==> config.mk <==
export PLATFORM = sky130hd
export DESIGN_NAME = button_event_decoder
export DESIGN_NICKNAME = d
export VERILOG_FILES = /design/src/rtl/button_event_pkg.sv /design/src/rtl/button_event_decoder_edge_detect.sv /design/src/rtl/button_event_decoder.sv
export SDC_FILE = /design/constraint.sdc
export NUM_CORES = 1
export LEC_CHECK = 0
export ABC_AREA = 0
export CAP_MARGIN = 15
export CELL_PAD_IN_SITES_DETAIL_PLACEMENT = 2
export CELL_PAD_IN_SITES_GLOBAL_PLACEMENT = 2
export CORE_AREA = 2 2 108 58
export CTS_BUF_LIST = sky130_fd_sc_hd__clkbuf_16
export DETAILED_ROUTE_END_ITERATION = 8
export DIE_AREA = 0 0 110 60
export DONT_BUFFER_PORTS = 1
export GPL_TIMING_DRIVEN = 0
export PLACE_DENSITY = 0.69
export SETUP_SLACK_MARGIN = 0.02
export SLEW_MARGIN = 20
export SYNTH_ARGS = -nofsm -noshare
export SYNTH_HDL_FRONTEND = slang
export SYNTH_SLANG_ARGS = --single-unit
==> constraint.sdc <==
create_clock -name clk -period 2.25 [get_ports clk]
set_input_delay 0.225 -clock clk [delete_from_list [all_inputs] [get_ports clk]]
set_output_delay 0.225 -clock clk [all_outputs]
set_load 0.05 [all_outputs]
==> src/rtl/button_event_pkg.sv <==
// Shared constants and types for button event decoding and the debounce blocks.
// State encodings, default timing counts and the registered event bundle.
package button_event_pkg;

    typedef enum logic [1:0] {
        ST_IDLE    = 2'd0,
        ST_PRESSED = 2'd1,
        ST_LONG    = 2'd2
    } btn_state_e;

    localparam int unsigned DEF_CNT_W        = 27;
    localparam int unsigned DEF_LONG_COUNT   = 100_000_000;  // 1 s at 100 MHz
    localparam int unsigned DEF_REPEAT_COUNT = 25_000_000;   // 250 ms at 100 MHz

    typedef struct packed {
        logic press;
        logic rel;
        logic shrt;
        logic lng;
        logic rpt;
        logic held;
    } btn_events_t;

endpackage

==> src/rtl/button_event_decoder_edge_detect.sv <==
// edge_detect: registers a synchronous level and flags rise/fall against the
// previous sample. Generic so other input blocks can reuse it.
module edge_detect (
    input  logic clk,
    input  logic reset,
    input  logic i_d,
    output logic o_rise,
    output logic o_fall
);

    logic r_q;

    always_ff @(posedge clk or posedge reset) begin
        if (reset) r_q <= 1'b0;
        else       r_q <= i_d;
    end

    assign o_rise =  i_d & ~r_q;
    assign o_fall = ~i_d &  r_q;

endmodule

==> src/rtl/button_event_decoder.sv <==
// Turns a debounced button level into one-cycle press/release/short/long/repeat
// pulses plus a held level. Define AUTO_REPEAT_EN to enable repeat pulses in LONG.
module button_event_decoder
    import button_event_pkg::*;
#(
    parameter int unsigned LONG_COUNT   = DEF_LONG_COUNT,
    parameter int unsigned REPEAT_COUNT = DEF_REPEAT_COUNT,
    parameter int unsigned CNT_W        = DEF_CNT_W
) (
    input  logic clk,
    input  logic reset,
    input  logic btn_in,
    output logic press_pulse,
    output logic release_pulse,
    output logic short_pulse,
    output logic long_pulse,
    output logic repeat_pulse,
    output logic held
);

    if (((64'd1 << CNT_W) <= 64'(LONG_COUNT)) ||
        ((64'd1 << CNT_W) <= 64'(REPEAT_COUNT))) begin : g_bad_cnt_w
        $error("CNT_W too narrow for LONG_COUNT/REPEAT_COUNT");
    end

    localparam logic [CNT_W-1:0] LONG_LAST = CNT_W'(LONG_COUNT - 1);
`ifdef AUTO_REPEAT_EN
    localparam logic [CNT_W-1:0] REP_LAST  = CNT_W'(REPEAT_COUNT - 1);
`endif

    logic        w_rise;
    logic        w_fall;
    btn_state_e  r_state, w_state_nxt;
    logic [CNT_W-1:0] r_count, w_count_nxt;
    btn_events_t r_ev, w_ev_nxt;

    edge_detect u_edge (
        .clk    (clk),
        .reset  (reset),
        .i_d    (btn_in),
        .o_rise (w_rise),
        .o_fall (w_fall)
    );

    always_ff @(posedge clk or posedge reset) begin
        if (reset) begin
            r_state <= ST_IDLE;
            r_count <= '0;
            r_ev    <= '0;
        end else begin
            r_state <= w_state_nxt;
            r_count <= w_count_nxt;
            r_ev    <= w_ev_nxt;
        end
    end

    always_comb begin
        w_state_nxt = r_state;
        w_count_nxt = r_count;
        w_ev_nxt    = '0;
        case (r_state)
            ST_IDLE: begin
                if (w_rise) begin
                    w_state_nxt    = ST_PRESSED;
                    w_count_nxt    = '0;
                    w_ev_nxt.press = 1'b1;
                end
            end
            ST_PRESSED: begin
                // A fall on the threshold cycle still counts as a short press.
                if (w_fall) begin
                    w_state_nxt   = ST_IDLE;
                    w_count_nxt   = '0;
                    w_ev_nxt.rel  = 1'b1;
                    w_ev_nxt.shrt = 1'b1;
                end else if (btn_in && (r_count == LONG_LAST)) begin
                    w_state_nxt  = ST_LONG;
                    w_count_nxt  = '0;
                    w_ev_nxt.lng = 1'b1;
                end else begin
                    w_count_nxt = r_count + 1'b1;
                end
            end
            ST_LONG: begin
                if (w_fall) begin
                    w_state_nxt  = ST_IDLE;
                    w_count_nxt  = '0;
                    w_ev_nxt.rel = 1'b1;
                end else begin
`ifdef AUTO_REPEAT_EN
                    if (r_count == REP_LAST) begin
                        w_count_nxt  = '0;
                        w_ev_nxt.rpt = 1'b1;
                    end else begin
                        w_count_nxt = r_count + 1'b1;
                    end
`else
                    if (r_count != LONG_LAST) w_count_nxt = r_count + 1'b1;
`endif
                end
            end
            default: begin
                w_state_nxt = ST_IDLE;
                w_count_nxt = '0;
            end
        endcase
        w_ev_nxt.held = (w_state_nxt != ST_IDLE);
    end

    assign press_pulse   = r_ev.press;
    assign release_pulse = r_ev.rel;
    assign short_pulse   = r_ev.shrt;
    assign long_pulse    = r_ev.lng;
    assign repeat_pulse  = r_ev.rpt;
    assign held          = r_ev.held;

endmodule
==> results of run 1 <==
==> per-stage QoR <==
step                power, mW  setup TNS, ps  hold WS, ps
finish                   1.94              0        -30.8
global route             2.04              0         26.6
CTS                      1.91              0         2.40
detailed placement       1.22          -4420          257
global placement         1.19           -581          257
floorplan                1.09              0          256
==> routing by layer <==
metal	part of all wire (%)	vias to the layer above	global-route usage, %
li1	-	784	-
met1	50	894	30.3
met2	45	29	32.9
met3	4.4	5	4.14
met4	0.83	0	5.97
met5	0	-	0
==> area by class of cell <==
class | count | area share, %
flip-flops and latches | 35 | 35.8
multi-input cells | 154 | 45.3
clock inverters | 2 | 0.356
plain buffers | 4 | 1.17
clock buffers | 5 | 5.09
well taps | 77 | 3.92
inverters | 13 | 1.98
repair buffers | 19 | 6.41
==> power groups by stage <==
stage | combinational [mW] | sequential (mW) | clock, mW
final | 0.505 | 0.766 | 0.668
after global routing | 0.568 | 0.773 | 0.698
after CTS | 0.472 | 0.764 | 0.670
after detailed placement | 0.446 | 0.775 | 0
after global placement | 0.418 | 0.771 | 0
after floorplan | 0.326 | 0.765 | 0
==> worst reg2reg max path: cells and delay by family (launching register included) <==
family	cells	cell delay [ps]
and+or+nand+nor	4	1200
DFF	1	430
buffers and inverters	2	350
AOI/OAI and AO/OA	1	120
==> cells in the final DEF (no fill, tap or decap), types with 6 or more instances in the layout <==
master   Yosys  layout
nand4_1      6       6
buf_4        1      17
dfrtp_1     35      31
a22o_1       6       6
nor4_2       0       7
xnor2_1     17      17
nand3_1      9       9
nand2_1      9       9
o21ai_0      8       8
nor2_1      31      30
inv_1       13      12
==> worst min path at each step <==
| stage | slack (ps) | endpoint | cells past startpoint | startpoint |
|---|---|---|---|---|
| 6_report | -30 | u_edge.r_q | 1 | reset |
| 5_1_grt | 30 | short_pulse | 1 | reset |
| 4_1_cts | 2 | short_pulse | 1 | reset |
| 3_5_place_dp | 260 | u_edge.r_q | 0 | btn_in |
| 3_3_place_gp | 260 | u_edge.r_q | 0 | btn_in |
| 2_1_floorplan | 260 | u_edge.r_q | 0 | btn_in |
==> sequential cells by signal, summed over array words and instances, names as in the netlist <==
name,count
release_pulse,1
r_state,2
short_pulse,1
u_edge.r_q,1
held,1
press_pulse,1
r_count,27
long_pulse,1
==> kinds of logic after synthesis <==
group / count (synthesis)
AOI/OAI and AO/OA: 32
xor gates and xnor gates: 17
adders and majority gates: 5
buffers and inverters: 19
DFF: 35
muxes: 1
other: 1
and+or+nand+nor: 98
==> what timing repair did <==
action / in CTS / in global routing
endpoints found under the hold margin: 1 / 0
pin swaps: 5 / 5
gates resized for setup: 12 / 20
setup endpoints to repair: 28 / 28
setup buffers: 6 / 12
hold buffers: 1 / 0
==> impl_metrics.csv, run 1 <==
group,metric,value,unit
sta,tightest_slew,792,ps
sta,maxSlewHeadroom,47.1,%
final_layout,seqCellArea,881,um2
yosys,synthMostInstantiatedCell,"dfrtp_1",
final_layout,multi_input_area,0.00111,mm2
sta,setup_slack,80.9,ps
yosys,syn_nets,216,
placed_design,post-dp-hpwl,4070,um
clock_network,cts_num_sinks,35,
grt,grt_pass1_vias,1849,
final_layout,drive_above_1_share,25.4,%
placed_design,io_buffers,0,
clock_network,h-tree-depth,2,
detailed_routing,antenna_left,0,
clock_network,clk_pin_slew,60,ps
detailed_routing,drt_iter0_markers,84,
job,cap_violations,0,
placed_design,preCtsSetupSlack,-262,ps
min_path,min_path_type,"in2async",
clock_network,clk_latency,280,ps
yosys,synth_area_leaders,"dfrtp_1 (45%), xnor2_1 (7.6%), nor2_1 (5.9%), nor4_1 (3.8%), ha_1 (3.2%)",
yosys,synthAdderAreaFrac,3.18,%
setup_path,rr_worst_depth,7,
detailed_routing,wirelength,6370,um
setup_path,worstPathArrival,2370,ps
setup_path,cp_top_family,"simple AND/OR/NAND/NOR gates",
setup_path,endpoint_kind,"flip-flop",
die,die-area,0.00660,mm2
clock_network,clockBufferDepth,2,
clock_network,tritoncts,"done",
sta,max_freq,0.461,GHz
sta,setup_viol,0,
die,start_util,34.3,%
final_layout,fin_area,0.00246,mm2
sta,finClkSkew,9.76,ps
setup_path,cp_cell_sequence,"or4_4 > nor4_4 > buf_4 > and2_1 > a211oi_2 > buf_6 > nor2_1",
setup_path,worstPathRequired,2460,ps
clock_network,cts_root_buf,"clkbuf_16",
power,combPwrFrac,26.1,%
yosys,yosysWarnings,0,
die,die_w,110,um
setup_path,crit_path_top_delay_cell,"or4_4",
die,io-pin-count,9,
yosys,synth_xor_area_share,7.58,%
yosys,synth_top_family_by_area,"simple AND/OR/NAND/NOR gates",
yosys,syn_inst,208,
sta,rsz0062_at_grt,"no",
yosys,yosys_most_used_dff,"dfrtp_1",
setup_path,cpPeakStageDelay,560,ps
setup_path,r2r_end,"r_count[20]",
grt,grt_remaining_overflow,0,
yosys,yosysSeqAreaShare,44.6,%
setup_path,r2r_start,"r_count[11]",
detailed_routing,drtPass1Iterations,4,
power,p_sw,0.691,mW
die,core-area,0.00573,mm2
power,clock_power_share,34.4,%
yosys,synth_mux_area_share,0.573,%
power,peakVddDrop,0.373,mV
yosys,synth_compound_area_share,12.5,%
setup_path,rrSetupSlack,80,ps
final_layout,fin_cells,309,
setup_path,cp_num_cells,7,
final_layout,nets,240,
setup_path,cp-startpoint,"r_count[11]",
sta,maxSlewViolCount,0,
power,powerDensity,789,mW/mm2
detailed_routing,drt-wirelength-per-cell,20.6,um
yosys,synth_top_area_share,44.6,%
grt,grt_pass1_wl,10200,um
yosys,avgSynthCellArea,9.44,um2
run_status,status,"complete, but fails checks",
detailed_routing,post_drt_via_cell_ratio,5.54,
detailed_routing,drc,0,
die,rows,20,
grt,antenna_found_initial,0,
setup_path,crit_fanout,10,
yosys,synth_edf_count,0,
setup_path,cp-endpoint,"r_count[20]",
sta,min_period_over_period,96.4,%
yosys,syn-cell-area,0.00196,mm2
yosys,synth.distinct_cells,44,
final_layout,n_antenna_cell,0,
yosys,ys_seq_elements,35,
setup_path,cp_num_buf_inv,2,
yosys,synth_top_area_cell,"dfrtp_1",
grt,grtUsageTotal,21.2,%
sta,fin_crit,2170,ps
clock_network,cts_buffers,5,
run_status,violations,"negative hold slack",
final_layout,area_delta_synth_final,25.2,%
setup_path,path_class,"reg2reg",
yosys,synthTopCellsByCount,"dfrtp_1 (35), nor2_1 (31), xnor2_1 (17)",
placed_design,place_congestion,0.729,
power,seq_power_share,39.5,%
final_layout,num-fill-cells,599,
power,p_leak,1.01,nW
sta,holdWs,-30.8,ps
setup_path,start_kind,"flip-flop",
placed_design,dpl-instance-area,0.00206,mm2
die,die_h,60,um
final_layout,finish.utilization,42.9,%
yosys,ys_async_sr_fraction,100,%
placed_design,dp.cells,285,
power,swShare,35.6,%
detailed_routing,vias,1712,
grt,grt_max_degree,36,
power,p_int,1.25,mW
yosys,yosys.area_share.simple,27.1,%
sta,hold_violations,35,
Note: power is estimated with default switching activity, not from simulation.
==> run 2: changes to the inputs <==
CORE_AREA = 4 4 91 71   (was 2 2 108 58)
CTS_CLUSTER_SIZE = 10   (was unset)
DIE_AREA = 0 0 95 75   (was 0 0 110 60)
PLACE_DENSITY = 0.7   (was 0.69)
==> run 2 against run 1 <==
The run still ends with negative hold slack left. Cell count is 0.97% higher. Via count is essentially flat. Global-route usage down 3.0 points. Flip-flop and latch count unchanged. Worst setup slack got worse by 62 ps. Non-clock buffer count did not move. Register-to-register slack got worse by 60 ps. Critical endpoint is now r_count[4]. Largest power group unchanged. Highest routed layer unchanged.
==> impl_metrics.csv, run 2 (synthesis gave the netlist of run 1 again) <==
group,metric,value,unit
sta,holdWs,-37.2,ps
power,peakVddDrop,0.303,mV
setup_path,start_kind,"flip-flop",
clock_network,clockBufferDepth,2,
grt,grt_pass1_wl,9780,um
detailed_routing,vias,1713,
clock_network,clk_latency,280,ps
clock_network,cts_buffers,5,
die,core-area,0.00565,mm2
setup_path,crit_fanout,7,
die,die_w,95,um
detailed_routing,post_drt_via_cell_ratio,5.49,
setup_path,cp_cell_sequence,"or4bb_4 > nor4_4 > buf_4 > buf_4 > a21o_4 > o21ai_0 > a22o_1",
placed_design,preCtsSetupSlack,-210,ps
final_layout,nets,241,
clock_network,h-tree-depth,2,
final_layout,largest_register,"r_count",
sta,max_freq,0.448,GHz
placed_design,post-dp-hpwl,3970,um
detailed_routing,drt-wirelength-per-cell,21.6,um
detailed_routing,drtPass1Iterations,4,
detailed_routing,drt_iter0_markers,63,
grt,grtUsageTotal,18.2,%
setup_path,cp_top_family,"simple AND/OR/NAND/NOR gates",
min_path,min_path_type,"in2async",
final_layout,num-fill-cells,621,
sta,tightest_slew,776,ps
sta,hold_violations,35,
die,start_util,34.8,%
run_status,status,"complete, but fails checks",
die,die_h,75,um
placed_design,dp.cells,286,
setup_path,cpPeakStageDelay,560,ps
sta,min_period_over_period,99.2,%
power,p_leak,1.02,nW
die,rows,24,
grt,antenna_found_initial,0,
setup_path,cp-startpoint,"r_count[19]",
power,powerDensity,800,mW/mm2
grt,grt_max_degree,36,
setup_path,cp_common_cell,"buf_4",
final_layout,area_delta_synth_final,26.4,%
final_layout,fin_cells,312,
final_layout,n_antenna_cell,0,
final_layout,drive_above_1_share,23.5,%
setup_path,r2r_start,"r_count[19]",
clock_network,cts_num_sinks,35,
grt,grt_pass1_vias,1820,
detailed_routing,antenna_left,0,
run_status,violations,"negative hold slack",
detailed_routing,wirelength,6730,um
die,die-area,0.00713,mm2
setup_path,crit_path_top_delay_cell,"or4bb_4",
sta,fin_crit,2230,ps
clock_network,tritoncts,"done",
clock_network,cts_root_buf,"clkbuf_16",
setup_path,cp_num_cells,7,
job,cap_violations,0,
placed_design,place_congestion,0.734,
setup_path,rr_worst_depth,7,
setup_path,worstPathRequired,2420,ps
placed_design,io_buffers,0,
sta,maxSlewHeadroom,48.2,%
grt,grt_remaining_overflow,0,
final_layout,layout_commonest_cell,"dfrtp_1",
final_layout,mostFrequentLayoutCells,"dfrtp_1 (35), nor2_1 (31), buf_4 (18)",
die,io-pin-count,9,
final_layout,reg_top3,"r_count (27), r_state (2)",
final_layout,largest_register_ff_count,27,
setup_path,endpoint_kind,"flip-flop",
final_layout,finish.utilization,44.0,%
sta,setup_viol,0,
setup_path,path_class,"reg2reg",
clock_network,clk_pin_slew,60,ps
sta,finClkSkew,4.82,ps
power,p_total,1.99,mW
detailed_routing,drc,0,
sta,maxSlewViolCount,0,
setup_path,cp_num_buf_inv,2,
setup_path,worstPathArrival,2400,ps
sta,setup_slack,18.9,ps
## run 2: cell types whose count changed in the layout (fill, tap and decap cells not counted), sizes merged
cell	previous run	this run
a2111o	1	2
inv	13	14
## run 2: path summary, 6_finish.rpt
check	slack, ps	to
worst max register to register	20	r_count[4]
worst max-delay path	20	r_count[4]
worst min register to register	490	press_pulse
max in group asynchronous	1790	r_count[8]
worst min-delay path	-40	r_state[0]
min in group clk	100	press_pulse
## run 2: power breakdown
part           switching, mW  internal, mW
clock                  0.273         0.404
combinational          0.350         0.196
sequential            0.0952         0.668
total                  0.718          1.27
## run 2: cell type report
| cell class | count | area [um2] | area share [%] |
|---|---|---|---|
| repair buffers | 19 | 149 | 5.99 |
| inverters | 13 | 48.8 | 1.96 |
| well taps | 78 | 97.6 | 3.93 |
| clock buffers | 5 | 125 | 5.04 |
| multi-input cells | 155 | 1140 | 46.0 |
| flip-flops and latches | 35 | 876 | 35.3 |
| clock inverters | 3 | 16.3 | 0.655 |
| plain buffers | 4 | 28.8 | 1.16 |
## run 2: through the flow
step                area (um2)  TNS (ps)  hold WS [ps]
finish                    2480         0         -37.2
global route              2480      -392          37.2
CTS                       2290         0          4.14
detailed placement        2060     -2800           257
global placement          2060      -539           257
floorplan                 1960         0           256
## run 2: repair_timing
| item | CTS | global route |
|---|---|---|
| hold buffers | 1 | 0 |
| setup endpoints to repair | 25 | 27 |
| endpoints found under the hold margin | 1 | 0 |
| gates resized for setup | 7 | 23 |
| cloned | 0 | 1 |
| setup buffers | 6 | 12 |
| pin swaps | 5 | 6 |
## run 2: routing by layer
metal | vias up | wire, um | share of wire, % | global-route usage (%)
li1 | 793 | - | - | -
met1 | 894 | 2980 | 44 | 22.8
met2 | 19 | 3510 | 52 | 32.4
met3 | 7 | 178 | 2.6 | 4.30
met4 | 0 | 61 | 0.91 | 3.84
met5 | - | 0 | 0 | 0
